$ cat src/rtl/branch_predictor_if.sv
// branch_predictor_if: fetch lookup, execute update and perf-counter signals of the direction predictor
interface branch_predictor_if;
   logic        req_valid;
   logic [31:0] req_pc;
   logic        resp_valid;
   logic        resp_taken;
   logic        resp_hit;
   logic [31:0] resp_target;
   logic        upd_valid;
   logic [31:0] upd_pc;
   logic        upd_taken;
   logic        upd_pred_taken;
   logic [31:0] upd_target;
   logic        flush;
   logic [31:0] mispredict_cnt;
   modport slave (
      input  req_valid, req_pc, upd_valid, upd_pc, upd_taken, upd_pred_taken, upd_target, flush,
      output resp_valid, resp_taken, resp_hit, resp_target, mispredict_cnt
   );
   modport master (
      output req_valid, req_pc, upd_valid, upd_pc, upd_taken, upd_pred_taken, upd_target, flush,
      input  resp_valid, resp_taken, resp_hit, resp_target, mispredict_cnt
   );
endinterface

$ cat src/rtl/branch_predictor.sv
// branch_predictor: 2-bit saturating counter direction predictor with registered lookup and mispredict counter.
// Define BP_BTB_EN to add a direct-mapped tagged BTB that gates the taken prediction.
module branch_predictor #(
   parameter int INDEX_BITS = 6
) (
   input logic         clock,
   input logic         reset_n,
   branch_predictor_if.slave bus
);
   localparam int ENTRIES = 1 << INDEX_BITS;
   localparam int TAG_BITS = 30 - INDEX_BITS;
   logic [1:0] ctr [ENTRIES];
   logic [INDEX_BITS-1:0] req_idx, upd_idx;
   logic [1:0] upd_old, upd_new, req_ctr;
   logic mispredict;
   logic [31:0] mp_cnt;
   logic look_taken, look_hit;
   logic [31:0] look_target;
   assign req_idx = bus.req_pc[INDEX_BITS+1:2];
   assign upd_idx = bus.upd_pc[INDEX_BITS+1:2];
   assign upd_old = ctr[upd_idx];
   assign upd_new = bus.upd_taken ? (upd_old == 2'd3 ? 2'd3 : upd_old + 2'd1)
                                  : (upd_old == 2'd0 ? 2'd0 : upd_old - 2'd1);
   // same-cycle update to the looked-up entry is forwarded so fetch sees the trained value
   assign req_ctr = (bus.upd_valid && upd_idx == req_idx) ? upd_new : ctr[req_idx];
   assign mispredict = bus.upd_valid && (bus.upd_taken != bus.upd_pred_taken);
   assign bus.mispredict_cnt = mp_cnt;
   always_ff @(posedge clock or negedge reset_n) begin
      if (!reset_n) begin
         for (int i = 0; i < ENTRIES; i++) ctr[i] <= 2'b01;
      end else if (bus.upd_valid) begin
         ctr[upd_idx] <= upd_new;
      end
   end
   always_ff @(posedge clock or negedge reset_n) begin
      if (!reset_n) mp_cnt <= '0;
      else mp_cnt <= (mispredict && mp_cnt != '1) ? mp_cnt + 32'd1 : mp_cnt;
   end
`ifdef BP_BTB_EN
   logic btb_valid [ENTRIES];
   logic [TAG_BITS-1:0] btb_tag [ENTRIES];
   logic [31:0] btb_target [ENTRIES];
   logic btb_wr, btb_byp, l_valid;
   logic [TAG_BITS-1:0] upd_tag, req_tag, l_tag;
   logic [31:0] l_target;
   logic unused_bits;
   assign unused_bits = ^{bus.req_pc[1:0], bus.upd_pc[1:0]};
   assign upd_tag = bus.upd_pc[31:INDEX_BITS+2];
   assign req_tag = bus.req_pc[31:INDEX_BITS+2];
   assign btb_wr = bus.upd_valid && bus.upd_taken;
   assign btb_byp = btb_wr && upd_idx == req_idx;
   assign l_valid = btb_byp || btb_valid[req_idx];
   assign l_tag = btb_byp ? upd_tag : btb_tag[req_idx];
   assign l_target = btb_byp ? bus.upd_target : btb_target[req_idx];
   assign look_hit = l_valid && l_tag == req_tag;
   assign look_target = look_hit ? l_target : 32'd0;
   assign look_taken = req_ctr[1] && look_hit;
   always_ff @(posedge clock or negedge reset_n) begin
      if (!reset_n) begin
         for (int i = 0; i < ENTRIES; i++) btb_valid[i] <= 1'b0;
      end else if (btb_wr) begin
         btb_valid[upd_idx] <= 1'b1;
      end
   end
   // tag/target need no reset: they are only observed through a set valid bit
   always_ff @(posedge clock) begin
      if (btb_wr) begin
         btb_tag[upd_idx] <= upd_tag;
         btb_target[upd_idx] <= bus.upd_target;
      end
   end
`else
   logic unused_bits;
   assign unused_bits = ^{bus.req_pc[1:0], bus.req_pc[31:INDEX_BITS+2], bus.upd_pc[1:0],
                          bus.upd_pc[31:INDEX_BITS+2], bus.upd_target};
   assign look_hit = 1'b0;
   assign look_target = 32'd0;
   assign look_taken = req_ctr[1];
`endif
   // flushed lookups are squashed entirely, so the held response data stays untouched
   always_ff @(posedge clock or negedge reset_n) begin
      if (!reset_n) begin
         bus.resp_valid <= 1'b0;
         bus.resp_taken <= 1'b0;
         bus.resp_hit <= 1'b0;
         bus.resp_target <= '0;
      end else begin
         bus.resp_valid <= bus.req_valid && !bus.flush;
         if (bus.req_valid && !bus.flush) begin
            bus.resp_taken <= look_taken;
            bus.resp_hit <= look_hit;
            bus.resp_target <= look_target;
         end
      end
   end
endmodule

$ cat src/flat_wrapper.sv
// flat-port wrapper written by rule: the top's interface ports become plain ports
module branch_predictor_flat 
#(
   parameter int INDEX_BITS = 6
)
  (clock, reset_n, bus_req_valid, bus_req_pc, bus_upd_valid, bus_upd_pc, bus_upd_taken, bus_upd_pred_taken, bus_upd_target, bus_flush, bus_resp_valid, bus_resp_taken, bus_resp_hit, bus_resp_target, bus_mispredict_cnt);
  branch_predictor_if bus_i ();
  input logic clock;
  input logic reset_n;
  input wire logic [$bits(bus_i.req_valid)-1:0] bus_req_valid;
  input wire logic [$bits(bus_i.req_pc)-1:0] bus_req_pc;
  input wire logic [$bits(bus_i.upd_valid)-1:0] bus_upd_valid;
  input wire logic [$bits(bus_i.upd_pc)-1:0] bus_upd_pc;
  input wire logic [$bits(bus_i.upd_taken)-1:0] bus_upd_taken;
  input wire logic [$bits(bus_i.upd_pred_taken)-1:0] bus_upd_pred_taken;
  input wire logic [$bits(bus_i.upd_target)-1:0] bus_upd_target;
  input wire logic [$bits(bus_i.flush)-1:0] bus_flush;
  output wire logic [$bits(bus_i.resp_valid)-1:0] bus_resp_valid;
  output wire logic [$bits(bus_i.resp_taken)-1:0] bus_resp_taken;
  output wire logic [$bits(bus_i.resp_hit)-1:0] bus_resp_hit;
  output wire logic [$bits(bus_i.resp_target)-1:0] bus_resp_target;
  output wire logic [$bits(bus_i.mispredict_cnt)-1:0] bus_mispredict_cnt;
  assign bus_i.req_valid = bus_req_valid;
  assign bus_i.req_pc = bus_req_pc;
  assign bus_i.upd_valid = bus_upd_valid;
  assign bus_i.upd_pc = bus_upd_pc;
  assign bus_i.upd_taken = bus_upd_taken;
  assign bus_i.upd_pred_taken = bus_upd_pred_taken;
  assign bus_i.upd_target = bus_upd_target;
  assign bus_i.flush = bus_flush;
  assign bus_resp_valid = bus_i.resp_valid;
  assign bus_resp_taken = bus_i.resp_taken;
  assign bus_resp_hit = bus_i.resp_hit;
  assign bus_resp_target = bus_i.resp_target;
  assign bus_mispredict_cnt = bus_i.mispredict_cnt;
  branch_predictor #(.INDEX_BITS(INDEX_BITS)) u_core (.clock(clock), .reset_n(reset_n), .bus(bus_i));
endmodule
$ cat config.mk
export PLATFORM = sky130hd
export DESIGN_NAME = branch_predictor_flat
export DESIGN_NICKNAME = d
export VERILOG_FILES = /design/src/rtl/branch_predictor_if.sv /design/src/rtl/branch_predictor.sv /design/src/flat_wrapper.sv
export SDC_FILE = /design/constraint.sdc
export NUM_CORES = 1
export LEC_CHECK = 0
export CORE_MARGIN = 10
export CORE_UTILIZATION = 53
export CTS_CLUSTER_DIAMETER = 30
export DETAILED_ROUTE_END_ITERATION = 8
export PLACE_DENSITY_LB_ADDON = 0.15
export SLEW_MARGIN = 20
export SYNTH_ARGS = -nofsm -noshare
export SYNTH_HDL_FRONTEND = slang
export SYNTH_SLANG_ARGS = --single-unit
$ cat constraint.sdc
create_clock -name clock -period 2.67 [get_ports clock]
set_input_delay 0.6675 -clock clock [delete_from_list [all_inputs] [get_ports clock]]
set_output_delay 0.6675 -clock clock [all_outputs]
set_load 0.005 [all_outputs]
# Yosys cells after proc, flatten, opt, wreduce, memory -nomap -nowiden
# Cells that the tools add are included.
# word_totals
register_bits,162
inputBits,103
output_inout_bits,67
# op_classes
n_addsub,3
magnitude_cmp,3
n_eq_ne,4
mux,13
bitwise_logic,2
n_reduce_logical,7
# ops
operator,n
$bwmux 128,1
$add 32x1->32 const B,1
$ne 32x32->1 const B,1
$bmux 2 s6,2
$mux 2,9
$ge 7x7->1 const B,2
$not 6->7,2
$demux 2 s6,1
$lt 7x1->1 const B,1
$eq 6x6->1,1
$logic_and 1x1->1,5
$add 2x1->2 const B,1
$eq 2x2->1 const B,1
$logic_not 2->1,1
$sub 2x1->2 const B,1
$logic_not 1->1,1
$ne 1x1->1,1

# Longest topological paths before layout
# depth
ltp_word,8
mapped_depth,13
ltp_nobuf,8

# Worst setup path after synthesis
# OpenSTA, ideal clock, no wires.
# synth_timing
path_kind,input to register
startpoint,in bus_upd_pc[2]
endpoint,reg u_core.ctr[26] (netlist name)
setup_ps,82
t_arrival_ps,2738
required_ps,2588
slack_ps,-150
path_stages,11
n_path_buf,3
cell_sequence,buf_6 > and2_1 > buf_4 > a221oi_2 > a211oi_1 > a211o_1 > a2111oi_2 > nand2_1 > maj3_4 > buf_6 > mux2_2
# synth_between
elab_chain_cells,8
word_cells_on_any_way,17
# synth_lines
element,line_no,source
from (decl),flat_wrapper.sv:13,input wire logic [$bits(bus_i.upd_pc)-1:0] bus_upd_pc;
$not 6->7 (implied by the code) *,"branch_predictor.sv:21, branch_predictor.sv:32",
$bmux 2 s6,branch_predictor.sv:21,assign upd_old = ctr[upd_idx];
$mux 2 (implied by the code) (2 in a row),branch_predictor.sv:21,
$sub 2x1->2 (tied with other cells),branch_predictor.sv:23,: (upd_old == 2'd0 ? 2'd0 : upd_old - 2'd1);
$mux 2 (on tied branches),"branch_predictor.sv:23, branch_predictor.sv:22",
$mux 2,branch_predictor.sv:22,assign upd_new = bus.upd_taken ? (upd_old == 2'd3 ? 2'd3 : upd_old + 2'd1)
$bwmux 128 *,branch_predictor.sv:32,ctr[upd_idx] <= upd_new;
"to (signal, indexed assignment)",branch_predictor.sv:32,
to (decl),branch_predictor.sv:12,logic [1:0] ctr [ENTRIES];
# Mark *: on every way between the ends. The rest lies on a longest branch, timed or not. The select of a mux whose other input is x is not followed.
# A chain may end at the register's enable or synchronous reset.

# Worst setup path in the final report
# layout_timing
startpoint,in bus_upd_pc[2]
endpoint,reg u_core.ctr[58] (netlist name)
# The elaborated chain is that of the path after synthesis.

==> results_dict.tcl <==
set metrics [dict create \
    outcome "complete, but fails checks" \
    failed_checks "setup timing" \
    drc 0 \
    synth_top_area_share_pct 28.1 \
    wl_microns 29500 \
    seq_power_share_pct 41.8 \
    layout_min_cycle_time_ns 2.81 \
    track_usage_pct 24.8 \
    yosysMostFrequentCell "nand2_1" \
    syn_inst 780 \
    crit_path_max_fanout 8 \
    synth_edf_count 0 \
    ys_types 59 \
    cts_made_buffers 17 \
    cts.sinks 162 \
    htreeDepth 4 \
    power.leakage_uw 0.00507 \
    hp-class "in2async" \
    p_sw_uw 2330 \
    synth_area_sq_mm 0.00871 \
    fin_nets 1071 \
    yosys.area.top_type "dfrtp_1" \
    setup-tns-final_ns -9.54 \
    clk_path_buf_depth 2 \
    cp_top_family "compound AO/OA/AOI/OAI gates" \
    path_cells "buf_12, buf_16, nor2_4, buf_6, a22oi_2, o22ai_1, o31a_1, a2111oi_4, nand2_1, maj3_4, buf_6, buf_16, mux2_4" \
    skew_ns 0.00926 \
    grt_pass1_wl_microns 42300 \
    syn_to_final_growth_pct 36.0 \
    total_power_uw 7930 \
    ant_nets 0 \
    die_h_microns 148 \
    setup_viol 128 \
    fillers 1041 \
    clock_latency_ns 0.44 \
    sw_frac_of_total_pct 29.4 \
    timing.final.crit_share_pct 105 \
    drive_gt1_share_pct 46.6 \
    tightest_slew_ns 0.580 \
    dr.pass1.iters 6 \
    clock.fmax_mhz 356 \
    die_w_microns 148 \
    synth_ff_type "dfrtp_1" \
    slew_viol_final 0 \
    finalHoldViolations 0 \
    yosysSeqAreaShare_pct 47.4 \
    maxCapViolations 0 \
    cp.arrival_ns 3.17 \
    rsz0062_at_grt "true" \
    routedWlPerCell_microns 24.7 \
    cts_hold_buf 0 \
    path_class "in2reg" \
    cp-startpoint "bus_upd_pc[2]" \
    cp_slowest_cell "maj3_4" \
    grt_pass1_vias 7518 \
    p_per_area_mw_per_mm2 669 \
    clockPowerShare_pct 33.9 \
    cts_tree "yes" \
    vias_per_cell 6.27 \
    io_buffer_count 52 \
    place_ws_ns -1.02 \
    io_pins 170 \
    p_int_uw 5600 \
    comb_power_share_pct 24.2 \
    overflow 0 \
    diodes 0 \
    async_flop_share_pct 100 \
    max_slew_margin_pct 61.0 \
    clk_pin_slew_ns 0.07 \
    drt_iter0_drc 1097 \
    synth_common_cells "100 x nand2_1, 98 x dfrtp_1, 77 x nor2_1, 64 x dfstp_2, 46 x mux2_2" \
    grt_max_degree 52 \
    worstSetupStartpointType "input port" \
    root_buffer "clkbuf_16" \
    coreArea_sq_mm 0.0160 \
    r2r_start "u_core.ctr[117]$_DFFE_PN0P_" \
    critPathCaptureType "flip-flop" \
    required_ns 3.03 \
    avgSynthCellArea_sq_um 11.2 \
    placementRows 46 \
    dp_hpwl_microns 17900 \
    start_util_pct 54.5 \
    die_area_sq_mm 0.0220 \
    max_stage_delay_ns 0.41 \
    synthTopCellsByArea "dfrtp_1 28%, dfstp_2 19%, mux4_2 8.3%" \
    gp_congestion 1.02 \
    antenna_found_initial 0 \
    critical_path_buf_inv_count 5 \
    ys_ff_latch 162 \
    fin_ws_ns -0.138 \
    ys_warn_count 0 \
    via_count 7504 \
    peakVddDrop_uv 542 \
    holdWs_ns 0.130 \
]
-- flip-flops by register name (all words and copies together), names as in the netlist --
register and count:
u_core.bus.resp_taken 1, u_core.ctr 128, u_core.bus.mispredict_cnt 32, u_core.bus.resp_valid 1
-- final timing paths --
path / endpoint / slack [ns] / cells after the start
setup / recovery: u_core.ctr[58]$_DFFE_PN1P_ / -0.14 / 13
hold / removal: u_core.ctr[37]$_DFFE_PN0P_ / 0.13 / 1
setup reg to reg: u_core.ctr[58]$_DFFE_PN1P_ / 0.01 / 10
hold reg to reg: u_core.bus.mispredict_cnt[20]$_DFFE_PN0P_ / 0.49 / 1
max in group asynchronous: u_core.ctr[22]$_DFFE_PN1P_ / 1.80 / 2
min in group clock: u_core.bus.mispredict_cnt[20]$_DFFE_PN0P_ / 0.49 / 1
-- power by group through the flow --
stage / sequential, uW / clock, uW / combinational [uW]
finish: 3320 / 2690 / 1920
global route: 3350 / 2810 / 2030
CTS: 3280 / 2700 / 1630
detailed placement: 3310 / 0 / 1400
global placement: 3290 / 0 / 1350
floorplan: 3200 / 0 / 930
-- layout make-up --
| cell class | instances | area (sq um) | share of cell area, % |
|---|---|---|---|
| Sequential cell | 162 | 4130 | 34.9 |
| Multi-Input combinational cell | 571 | 4580 | 38.7 |
| Timing Repair Buffer | 213 | 2210 | 18.7 |
| Clock buffer | 17 | 425 | 3.59 |
| Clock inverter | 15 | 214 | 1.81 |
| Tap cell | 216 | 270 | 2.28 |
| Inverter | 2 | 7.51 | 0.0634 |
-- kinds of logic (layout without fill, tap and decap cells) --
| group | count (synthesis) | after routing | share of synthesized area [%] |
|---|---|---|---|
| XOR/XNOR | 38 | 38 | 3.82 |
| AO/OA/AOI/OAI | 133 | 133 | 9.71 |
| flip-flops | 162 | 162 | 47.4 |
| AND/OR/NAND/NOR | 254 | 255 | 13.2 |
| buffers and inverters | 80 | 247 | 6.06 |
| multiplexers | 109 | 109 | 19.3 |
| other | 1 | 33 | 0.0430 |
| adder cells (fa/ha/maj) | 3 | 3 | 0.416 |
-- worst register-to-register path, stage by stage (launching register included) --
cell and delay [ns]:
dfrtp_1 0.41, mux2_2 0.28, a22oi_1 0.16, o21ai_0 0.12, a211o_1 0.29, a2111oi_4 0.22
nand2_1 0.12, maj3_4 0.41, buf_6 0.16, buf_16 0.15, mux2_4 0.27
-- routing by layer --
metal	track usage, %	vias to the layer above	share of wire [%]
met5	0	-	0
met4	13.6	0	7.3
met3	8.37	178	10
met2	39.5	571	46
met1	28.8	3644	36
li1	-	3111	-
-- cells in the final DEF (no fill, tap or decap), types with 5 or more instances in the layout --
cell and count:
buf_6 12, buf_12 15, inv_6 7, clkbuf_16 23, a22oi_1 17, dfstp_2 64, mux2_4 34, mux2_2 38
dfrtp_1 98, nor2_1 73, o21ai_0 7, nand3_1 18, mux4_2 32, nand2_1 100, and3_1 5, a21oi_1 17
and2_1 8, buf_16 6, nor3b_1 6, buf_4 120, nand4_1 9, xor2_1 10, xnor2_1 28, o21ai_2 30
a21oi_2 20, clkdlybuf4s50_1 44, conb_1 33
-- per-stage QoR --
stage / util, % / area, sq um / std cells
4_1_cts: 70.9 / 11400 / 1184
3_5_place_dp: 63.6 / 10200 / 1127
5_1_grt: 74.1 / 11900 / 1196
2_1_floorplan: - / 8880 / 812
6_report: 74.1 / 11900 / 1196
3_3_place_gp: 63.6 / 10200 / 1127
-- repair_timing --
action / in CTS / in global routing
buffers inserted: 15 / 7
cloned: 10 / 8
hold endpoints to repair: 0 / 0
endpoints found under the setup margin: 129 / 130
pin swaps: 13 / 38
resized for setup: 60 / 118
Note: power is estimated with default switching activity, not from simulation.
